$ cat src/rtl/reset_sequencer.sv
// Reset sequencer: filters a command strobe, then drives CHANNELS synchronous resets
// that are held together for STRETCH cycles and released in ascending order, STAGGER apart.
module reset_sequencer #(
  parameter int CHANNELS = 3,
  parameter int STRETCH  = 8,
  parameter int STAGGER  = 4,
  parameter int FILTER   = 2,
  parameter int CNT_W    = 8
) (
  input  logic                clk,
  input  logic                resetn,
  input  logic                cmd_strobe,
  output logic [CHANNELS-1:0] reset_out,
  output logic                busy,
  output logic                done,
  output logic [CNT_W-1:0]    seq_count
);

  localparam int STRETCH_W = $clog2(STRETCH + 1);
  localparam int FILT_W    = (FILTER > 1) ? $clog2(FILTER) : 1;
  localparam int REL_MAX   = (CHANNELS - 1) * STAGGER;
  localparam int REL_W     = (REL_MAX > 0) ? $clog2(REL_MAX + 1) : 1;

  typedef enum logic [1:0] {
    IDLE,
    ASSERT,
    RELEASE
  } state_t;

  state_t                 state_q, state_d;
  logic [STRETCH_W-1:0]   stretch_q, stretch_d;
  logic [FILT_W-1:0]      filt_q, filt_d;
  logic [REL_W-1:0]       rel_q, rel_d;
  logic [CHANNELS-1:0]    reset_out_q, reset_out_d;
  logic                   busy_q, busy_d;
  logic                   done_q, done_d;
  logic [CNT_W-1:0]       seq_count_q, seq_count_d;

  logic                   qualify;
  logic [CHANNELS-1:0]    rel_mask;
  int                     elapsed;

  // Channels already released after 'elapsed' cycles of the release phase.
  function automatic logic [CHANNELS-1:0] release_mask(input int cycles);
    logic [CHANNELS-1:0] m;
    m = '0;
    for (int k = 0; k < CHANNELS; k++) begin
      if (cycles >= k * STAGGER) m[k] = 1'b1;
    end
    return m;
  endfunction

  always_comb begin
    qualify = cmd_strobe && (filt_q == FILT_W'(FILTER - 1));
    filt_d  = (cmd_strobe && !qualify) ? filt_q + FILT_W'(1) : '0;
  end

  always_comb begin
    state_d     = state_q;
    stretch_d   = stretch_q;
    rel_d       = rel_q;
    reset_out_d = reset_out_q;
    done_d      = 1'b0;
    seq_count_d = seq_count_q;
    rel_mask    = '0;
    elapsed     = 0;

    if (qualify) begin
      // The qualifying edge is itself the first asserted cycle, hence STRETCH-1.
      state_d     = ASSERT;
      stretch_d   = STRETCH_W'(STRETCH - 1);
      rel_d       = '0;
      reset_out_d = '1;
      if (seq_count_q != {CNT_W{1'b1}}) seq_count_d = seq_count_q + CNT_W'(1);
    end else begin
      case (state_q)
        IDLE: begin
          reset_out_d = '0;
        end
        ASSERT: begin
          if (stretch_q == '0) begin
            elapsed     = 0;
            rel_mask    = release_mask(elapsed);
            reset_out_d = ~rel_mask;
            rel_d       = '0;
            if (&rel_mask) begin
              state_d = IDLE;
              done_d  = 1'b1;
            end else begin
              state_d = RELEASE;
            end
          end else begin
            stretch_d = stretch_q - STRETCH_W'(1);
          end
        end
        RELEASE: begin
          elapsed     = int'(rel_q) + 1;
          rel_mask    = release_mask(elapsed);
          reset_out_d = ~rel_mask;
          rel_d       = REL_W'(elapsed);
          if (&rel_mask) begin
            state_d = IDLE;
            done_d  = 1'b1;
          end
        end
        default: begin
          state_d     = IDLE;
          reset_out_d = '0;
        end
      endcase
    end

    busy_d = |reset_out_d;
  end

  // Reset parks the block in ASSERT so leaving reset runs a full power-on sequence.
  always_ff @(posedge clk) begin
    if (!resetn) begin
      state_q     <= ASSERT;
      stretch_q   <= STRETCH_W'(STRETCH);
      filt_q      <= '0;
      rel_q       <= '0;
      reset_out_q <= '1;
      busy_q      <= 1'b1;
      done_q      <= 1'b0;
      seq_count_q <= '0;
    end else begin
      state_q     <= state_d;
      stretch_q   <= stretch_d;
      filt_q      <= filt_d;
      rel_q       <= rel_d;
      reset_out_q <= reset_out_d;
      busy_q      <= busy_d;
      done_q      <= done_d;
      seq_count_q <= seq_count_d;
    end
  end

  assign reset_out = reset_out_q;
  assign busy      = busy_q;
  assign done      = done_q;
  assign seq_count = seq_count_q;

endmodule

$ cat config.mk
export PLATFORM = sky130hd
export DESIGN_NAME = reset_sequencer
export DESIGN_NICKNAME = d
export VERILOG_FILES = /design/src/rtl/reset_sequencer.sv
export SDC_FILE = /design/constraint.sdc
export NUM_CORES = 1
export LEC_CHECK = 0
export ABC_AREA = 1
export CELL_PAD_IN_SITES_DETAIL_PLACEMENT = 1
export CELL_PAD_IN_SITES_GLOBAL_PLACEMENT = 1
export CORE_MARGIN = 2
export CORE_UTILIZATION = 39
export DETAILED_ROUTE_END_ITERATION = 16
export HOLD_SLACK_MARGIN = 0.1
export PLACE_DENSITY = 0.8
export SYNTH_ARGS = -nofsm -noshare
export SYNTH_HDL_FRONTEND = slang
export SYNTH_SLANG_ARGS = --single-unit
$ cat constraint.sdc
create_clock -name clk -period 1.3 [get_ports clk]
set_input_delay 0.195 -clock clk [delete_from_list [all_inputs] [get_ports clk]]
set_output_delay 0.195 -clock clk [all_outputs]
set_load 0.1 [all_outputs]
==> impl_metrics.ini, run 1 <==
[cells_and_area]
final_common_cell = nand2_1
nNetsFinal = 209
final_cell_mix = 33 x nand2_1, 23 x buf_4, 13 x buf_12
syn2layout_area_growth_pct = 58.3
nFillCells = 353
drive_gt1_share_pct = 49.0
antenna_cells = 0
finalInstanceArea_um2 = 1940

[global_route]
grt_pass1_wl_mm = 5.78
grt.busiest_layer = met2
grt_start_max_net_pins = 14
grt-ovfl-total = 0
grt_util_all_layers_pct = 21.3
antenna_found_initial = 0
grt_pass1_vias = 1279
met3_usage_pct = 3.25
gr-usage-met1_pct = 24.4
met2_usage_pct = 39.0

[power]
p_per_area_nw_per_um2 = 1690
p_total_mw = 3.28
leakage_nw = 0.829
vdd_ir_drop_max_mv = 1.38

[timing]
fin_ws_ns = -0.0233
min_period_ns = 1.32
max_clock_freq_mhz = 756
rsz0062_at_grt = true
fin_skew_ns = 0.00959
drv_slew = 0
hold_viol_final = 0
finalSetupTns_ns = -0.0302
finalSetupViolCount = 3
maxSlewHeadroom_pct = 82.6
period_share_pct = 102
worst_slew_pin_slew_ns = 0.261

[yosys]
synth-async-reset-ratio_pct = 0
syn_area_um2 = 1220
synth_warnings = 0
syn_inst = 157
synthDistinctLibCells = 28
synth_ff_type = dfxtp_1
synth_edf_count = 0
avgSynthCellArea_um2 = 7.79
synth_seq_cells = 24
syn_nets = 167
ys_seq_area_share_pct = 39.3

[routing]
viasPerCell = 5.04
drcViolationCount = 0
vias = 1220
drtIter0Drc = 23
ant_nets = 0
routed_wl_mm = 4.24
post_drt_wl_per_cell_um = 17.5
drt-pass1-iter-count = 4

[critical_path]
cp_max_fo = 4
start_kind = flip-flop
cp.required_ns = 1.55
criticalPathCategory = reg -> reg
crit_arrival_ns = 1.57
worstSetupEndpointType = flip-flop

[floorplan]
die_w_um = 60.0
die_area_um2 = 3600
pin_count = 16
die_h_um = 60.0
start_util_pct = 40.4
core_um2 = 3030
num_rows = 20

[place]
post_dp_cell_area_um2 = 1680
gp_congestion = 0.823
dp_hpwl_mm = 2.60
io_buffers = 15

[clock_tree]
clockBufferDepth = 2
htreeDepth = 1
hold_buffers = 0
clock_latency_ns = 0.34
root_buffer = clkbuf_4
cts_tree = done
cts_sinks = 24
cts_buffers = 3
path_clk_slew_ns = 0.15

[status]
violations = setup timing
outcome = finished with violations

[min_path]
worstHoldPathType = reg -> reg

[job]
maxCapViolations = 0
==> report_power, final <==
part / leakage (nW) / internal [mW] / total [mW] / switching, mW
Sequential: 0.204 / 0.866 / 0.995 / 0.129
Clock: 0.0154 / 0.113 / 0.382 / 0.268
Combinational: 0.610 / 0.772 / 1.90 / 1.13
==> critical path, cell delays in order, from the launching register on <==
cell,delay (ns)
dfxtp_2,0.40
inv_1,0.08
ha_1,0.35
nand2_1,0.08
o21ai_1,0.09
a21oi_1,0.15
nand2_1,0.07
==> cells by family (layout without fill, tap and decap cells) <==
| kind of cell | after synthesis | in the layout | synth area share (%) |
|---|---|---|---|
| AO/OA/AOI/OAI | 26 | 26 | 12.3 |
| XOR/XNOR | 4 | 4 | 2.86 |
| adder cells (fa/ha/maj) | 7 | 7 | 7.16 |
| buffers and inverters | 24 | 65 | 7.77 |
| flip-flops | 24 | 24 | 39.3 |
| AND/OR/NAND/NOR | 72 | 72 | 30.7 |
==> Yosys cell counts, types with 2 or more instances <==
| cell | n | share of area [%] |
|---|---|---|
| nand3_2 | 2 | 1.6 |
| o21ai_1 | 5 | 2.0 |
| nor3_1 | 2 | 0.82 |
| a21oi_2 | 2 | 1.4 |
| nand4_1 | 7 | 3.6 |
| o21ai_0 | 3 | 1.2 |
| nand2_2 | 2 | 1.0 |
| nor2_4 | 3 | 2.8 |
| inv_2 | 6 | 1.8 |
| xor2_1 | 4 | 2.9 |
| inv_1 | 15 | 4.6 |
| nand3_1 | 12 | 4.9 |
| nand2_1 | 34 | 10 |
| ha_1 | 7 | 7.2 |
| a21oi_1 | 12 | 4.9 |
| dfxtp_1 | 24 | 39 |
| nor2_1 | 6 | 1.8 |
==> worst paths after layout <==
kind / slack [ns] / end / depth (start not counted) / start
max reg2reg: -0.02 / busy / 6 / state_q[0]
min: 0.44 / filt_q / 1 / filt_q
max: -0.02 / busy / 6 / state_q[0]
min reg2reg: 0.44 / filt_q / 1 / filt_q
==> metrics by stage <==
stage | hold slack [ns] | util (%) | cells | setup WS, ns
global placement | 0.401 | 55.5 | 226 | -0.0525
CTS | 0.442 | 59.1 | 235 | -0.00319
floorplan | 0.309 | - | 157 | -0.0988
detailed placement | 0.423 | 55.5 | 226 | -0.164
global route | 0.451 | 64.0 | 242 | -0.0774
finish | 0.438 | 64.0 | 242 | -0.0233
==> layer usage <==
layer,wire length (µm),share of wire (%)
met5,0,0
met4,130,3.1
met3,159,3.8
met2,2240,53
met1,1710,40
==> repair_timing <==
action | in CTS | in global routing
endpoints found under the setup margin | 11 | 14
gates resized for setup | 14 | 25
pin swaps | 2 | 9
setup buffers | 5 | 7
==> state kept, by name (all words and copies together) (netlist names) <==
register	cells
busy	1
done	1
filt_q	1
rel_q	4
reset_out	3
seq_count	8
state_q	2
stretch_q	4
==> area by class of cell <==
type	instances	area, µm²	share of cell area, %
repair buffers	39	464	24.0
multi-input cells	109	782	40.4
clock buffers	3	22.5	1.16
flip-flops and latches	24	522	26.9
well taps	44	55.1	2.84
clock inverters	1	3.75	0.194
inverters	22	87.6	4.52
No activity file was read; power rests on OpenSTA's default activity.
==> run 2: changes to the inputs <==
--- a/config.mk
+++ b/config.mk
@@ -8,7 +8,6 @@
 export ABC_AREA = 1
 export CELL_PAD_IN_SITES_DETAIL_PLACEMENT = 1
 export CELL_PAD_IN_SITES_GLOBAL_PLACEMENT = 1
-export CORE_MARGIN = 2
 export CORE_UTILIZATION = 39
 export DETAILED_ROUTE_END_ITERATION = 16
 export HOLD_SLACK_MARGIN = 0.1
==> run 2 against run 1 <==
Compared with the run above: the run ends with DRC, setup timing left; clock skew fell by 0.0053 ns; sequential share of layout area increased by 0.68 points; sequential power is essentially flat; first-iteration DRC count is 91% higher; design area fell by 1.7%; combinational power fell by 3%.
==> impl_metrics.ini, run 2 (synthesis gave the netlist of run 1 again) <==
[status]
outcome = finished with violations
violations = DRC, setup timing

[critical_path]
worstPathCellList = ha_4 > nand3_2 > nand3b_4 > nand2_8 > o21bai_1 > nand2_1 > nor2_1
r2r_start = seq_count[1]
cp_num_cells = 7
worstSetupEndpointType = flip-flop
criticalPathCategory = reg -> reg
start_kind = flip-flop
reg2reg_depth = 7
cp_num_buf_inv = 0
cp-startpoint = seq_count[1]
cp.required_ns = 1.58
critPathTopFamily = simple AND/OR/NAND/NOR gates
r2r-end = seq_count[6]
cpMaxStageDelayCell = dfxtp_4
crit_arrival_ns = 1.65
cp_max_fo = 8
cp_slowest_stage_delay_ns = 0.38
crit_end = seq_count[6]
reg2reg_slack_ns = -0.07

[timing]
period_share_pct = 105
drv_slew = 0
fin_ws_ns = -0.0691
maxSlewHeadroom_pct = 82.7
rsz0062_at_grt = true
min_period_ns = 1.37
fin_skew_ns = 0.00429
finalSetupViolCount = 4
max_clock_freq_mhz = 730
worst_slew_pin_slew_ns = 0.260
hold_viol_final = 0

[global_route]
grt-ovfl-total = 0
grt_util_all_layers_pct = 22.9
antenna_found_initial = 0
grt_pass1_wl_mm = 5.85
grt_pass1_vias = 1261
grt_start_max_net_pins = 14

[cells_and_area]
nFillCells = 325
largest_reg_flops = 8
final_cell_mix = 33 x nand2_1, 19 x buf_4, 13 x buf_12
final_common_cell = nand2_1
syn2layout_area_growth_pct = 55.5
drive_gt1_share_pct = 48.5
antenna_cells = 0
nNetsFinal = 205
final_util_pct = 66.7

[place]
gp_congestion = 0.773
dp_hpwl_mm = 2.56
io_buffers = 15

[min_path]
worstHoldPathType = reg -> reg
min_from = filt_q

[job]
maxCapViolations = 0

[clock_tree]
htreeDepth = 1
clock_latency_ns = 0.34
clockBufferDepth = 2
root_buffer = clkbuf_4
path_clk_slew_ns = 0.15
cts_tree = done
cts_sinks = 24
cts_buffers = 3
hold_buffers = 0

[routing]
viasPerCell = 5.70
post_drt_wl_per_cell_um = 19.5
drt-pass1-iter-count = 10
routed_wl_mm = 4.38
vias = 1282
drtIter0Drc = 44
ant_nets = 0
drcViolationCount = 2

[floorplan]
die_h_um = 58.0
start_util_pct = 42.9
pin_count = 16
die_w_um = 58.0
num_rows = 19
die_area_um2 = 3370
core_um2 = 2850

[power]
vdd_ir_drop_max_mv = 1.39
p_total_mw = 3.28
p_per_area_nw_per_um2 = 1720
leakage_nw = 0.809
## run 2: cell count changes in the layout (fill, tap and decap cells not counted), sizes merged
cell and change:
clkinv -1, buf -4, clkbuf +1
## run 2: per-layer routing
metal	wire length (µm)	GRT usage, %
met1	1640	27.7
met2	2370	41.9
met3	129	3.13
met4	235	7.14
met5	0	0
## run 2: worst min path at each step
stage / endpoint / slack (ns) / cells past startpoint
6_report: filt_q / 0.47 / 1
5_1_grt: filt_q / 0.48 / 3
4_1_cts: filt_q / 0.41 / 3
3_5_place_dp: filt_q / 0.42 / 1
3_3_place_gp: filt_q / 0.40 / 1
2_1_floorplan: filt_q / 0.31 / 2
## run 2: worst register-to-register path: stages, from the launching register on
cell,delay [ns]
dfxtp_4,0.38
ha_4,0.17
nand3_2,0.09
nand3b_4,0.21
nand2_8,0.10
o21bai_1,0.18
nand2_1,0.10
nor2_1,0.08
## run 2: through the flow
| step | instance area, µm² | TNS, ns | std cells | setup slack [ns] | hold slack, ns |
|---|---|---|---|---|---|
| floorplan | 1270 | -0.539 | 157 | -0.0988 | 0.309 |
| global placement | 1640 | -0.851 | 210 | -0.109 | 0.401 |
| detailed placement | 1640 | -2.06 | 210 | -0.168 | 0.419 |
| CTS | 1760 | -0.00495 | 218 | -0.00495 | 0.409 |
| global route | 1900 | -0.755 | 225 | -0.140 | 0.479 |
| finish | 1900 | -0.0782 | 225 | -0.0691 | 0.468 |
## run 2: what timing repair did
action / CTS / global route
buffers inserted: 4 / 7
endpoints found under the setup margin: 13 / 18
endpoints found under the hold margin: 0 / 0
resized for setup: 16 / 23
pin swaps: 5 / 6
## run 2: cell type report
| cell class | instances | area (µm²) | share of cell area, % |
|---|---|---|---|
| clock buffers | 4 | 36.3 | 1.91 |
| inverters | 22 | 85.1 | 4.47 |
| multi-input cells | 109 | 783 | 41.2 |
| flip-flops and latches | 24 | 526 | 27.6 |
| well taps | 31 | 38.8 | 2.04 |
| repair buffers | 35 | 434 | 22.8 |
## run 2: power breakdown
part / total, mW / switching [mW] / internal (mW)
clock network: 0.433 / 0.261 / 0.172
logic: 1.85 / 1.12 / 0.725
registers: 1.00 / 0.131 / 0.870
total: 3.28 / 1.51 / 1.77
==> run 3: changes to the inputs <==
--- a/config.mk
+++ b/config.mk
@@ -8,10 +8,10 @@
 export ABC_AREA = 1
 export CELL_PAD_IN_SITES_DETAIL_PLACEMENT = 1
 export CELL_PAD_IN_SITES_GLOBAL_PLACEMENT = 1
-export CORE_UTILIZATION = 39
+export CORE_UTILIZATION = 40
 export DETAILED_ROUTE_END_ITERATION = 16
 export HOLD_SLACK_MARGIN = 0.1
-export PLACE_DENSITY = 0.8
+export PLACE_DENSITY = 0.82
 export SYNTH_ARGS = -nofsm -noshare
 export SYNTH_HDL_FRONTEND = slang
 export SYNTH_SLANG_ARGS = --single-unit
==> constraint.sdc (replaced) <==
create_clock -name clk -period 1.7 [get_ports clk]
set_input_delay 0.255 -clock clk [delete_from_list [all_inputs] [get_ports clk]]
set_output_delay 0.255 -clock clk [all_outputs]
set_load 0.1 [all_outputs]
==> run 3 against run 2 <==
Compared with the run above: the run now ends clean; critical path type unchanged; critical endpoint is now rel_q[3]; total power is 40% lower; fmax decreased by 8.2%; flip-flop and latch count did not move; worst setup slack better by 0.28 ns; worst hold slack worse by 0.046 ns; register-to-register slack improved by 0.28 ns.
==> impl_metrics.ini, run 3 (synthesis gave the netlist of run 1 again) <==
[status]
outcome = finished clean

[place]
pre_cts_ws_ns = 0.123
gp_congestion = 0.829
dp_hpwl_mm = 2.19
io_buffers = 15

[cells_and_area]
antenna_cells = 0
drive_gt1_share_pct = 24.0
final_util_pct = 55.8
largest_reg_flops = 8
nFillCells = 346
nNetsFinal = 186
syn2layout_area_growth_pct = 28.9
final_common_cell = nand2_1
final_cell_mix = 34 x nand2_1, 17 x dfxtp_1, 15 x inv_1

[floorplan]
start_util_pct = 43.3
pin_count = 16
die_w_um = 57.3
die_h_um = 57.3
die_area_um2 = 3280
num_rows = 19
core_um2 = 2830

[clock_tree]
path_clk_slew_ns = 0.13
cts_buffers = 3
cts_tree = done
htreeDepth = 1
hold_buffers = 0
post_cts_resized = 0
root_buffer = clkbuf_4
clock_latency_ns = 0.31
post_cts_buffers = 0
clockBufferDepth = 2
cts_sinks = 24

[critical_path]
criticalPathCategory = reg -> reg
crit_top_cell = nand3_1
cp_max_fo = 6
cp.required_ns = 1.96
cp_slowest_stage_delay_ns = 0.34
crit_arrival_ns = 1.75
cpMaxStageDelayCell = dfxtp_1
start_kind = flip-flop
worstPathCellList = inv_1 > ha_1 > nand3_1 > nand2_2 > inv_2 > nor2_2 > nand3_1 > a21oi_1
worstSetupEndpointType = flip-flop

[routing]
viasPerCell = 5.22
vias = 1075
drtIter0Drc = 17
drcViolationCount = 0
post_drt_wl_per_cell_um = 13.4
ant_nets = 0
routed_wl_mm = 2.77
drt-pass1-iter-count = 4

[timing]
finalSetupViolCount = 0
fin_ws_ns = 0.209
maxSlewHeadroom_pct = 79.2
rsz0062_at_grt = false
fin_skew_ns = 0.00236
min_period_ns = 1.49
period_share_pct = 87.7
hold_viol_final = 0
finalSetupTns_ns = 0
whs_ns = 0.423
drv_slew = 0
worst_slew_pin_slew_ns = 0.311
max_clock_freq_mhz = 671

[min_path]
worstHoldPathType = reg -> reg

[global_route]
antenna_found_initial = 0
grt_pass1_vias = 1099
grt-ovfl-total = 0
grt_start_max_net_pins = 14
grt_util_all_layers_pct = 19.7
grt_pass1_wl_mm = 4.93

[power]
p_per_area_nw_per_um2 = 1250
p_total_mw = 1.97
leakage_nw = 0.703
vdd_ir_drop_max_mv = 1.04

[job]
maxCapViolations = 0
-- run 3: changes by cell type in the layout (fill, tap and decap cells not counted), sizes merged --
| cell | before | now |
|---|---|---|
| buf | 33 | 14 |
| clkbuf | 4 | 3 |
| clkinv | 1 | 2 |
-- run 3: routing by layer --
| layer | share of wire, % | GRT usage [%] |
|---|---|---|
| met1 | 46 | 25.4 |
| met2 | 50 | 32.8 |
| met3 | 2.6 | 4.99 |
| met4 | 0.83 | 5.23 |
| met5 | 0 | 0 |
-- run 3: final cells by class --
class,count,area (µm²),share of cell area (%)
multi-input combinational,109,648,41.1
sequential,24,494,31.3
timing repair buffer,16,288,18.2
inverter,22,82.6,5.23
tap,31,38.8,2.46
clock buffer,3,22.5,1.43
clock inverter,1,3.75,0.238
-- run 3: through the flow --
step	instance area, µm²	instances
after floorplan	1240	157
after global placement	1550	202
after detailed placement	1550	202
after CTS	1580	206
after global routing	1580	206
final	1580	206
-- run 3: report_power, final --
part	total [mW]	switching (mW)	internal, mW
clock network	0.258	0.172	0.0859
registers	0.731	0.0744	0.656
logic	0.985	0.648	0.337
-- run 3: worst max-delay path: cells and delay by family (launching register included) --
kind | cells | cell delay, ns
fa+ha+maj | 1 | 0.20
simple gates | 4 | 0.56
flops | 1 | 0.34
compound gates | 1 | 0.13
buf+inv | 2 | 0.21
-- run 3: worst paths after layout --
| kind | end | slack, ns | cells after the start | startpoint |
|---|---|---|---|---|
| min | filt_q | 0.42 | 1 | filt_q |
| min reg2reg | filt_q | 0.42 | 1 | filt_q |
| max | rel_q[3] | 0.21 | 8 | stretch_q[0] |
| max reg2reg | rel_q[3] | 0.21 | 8 | stretch_q[0] |
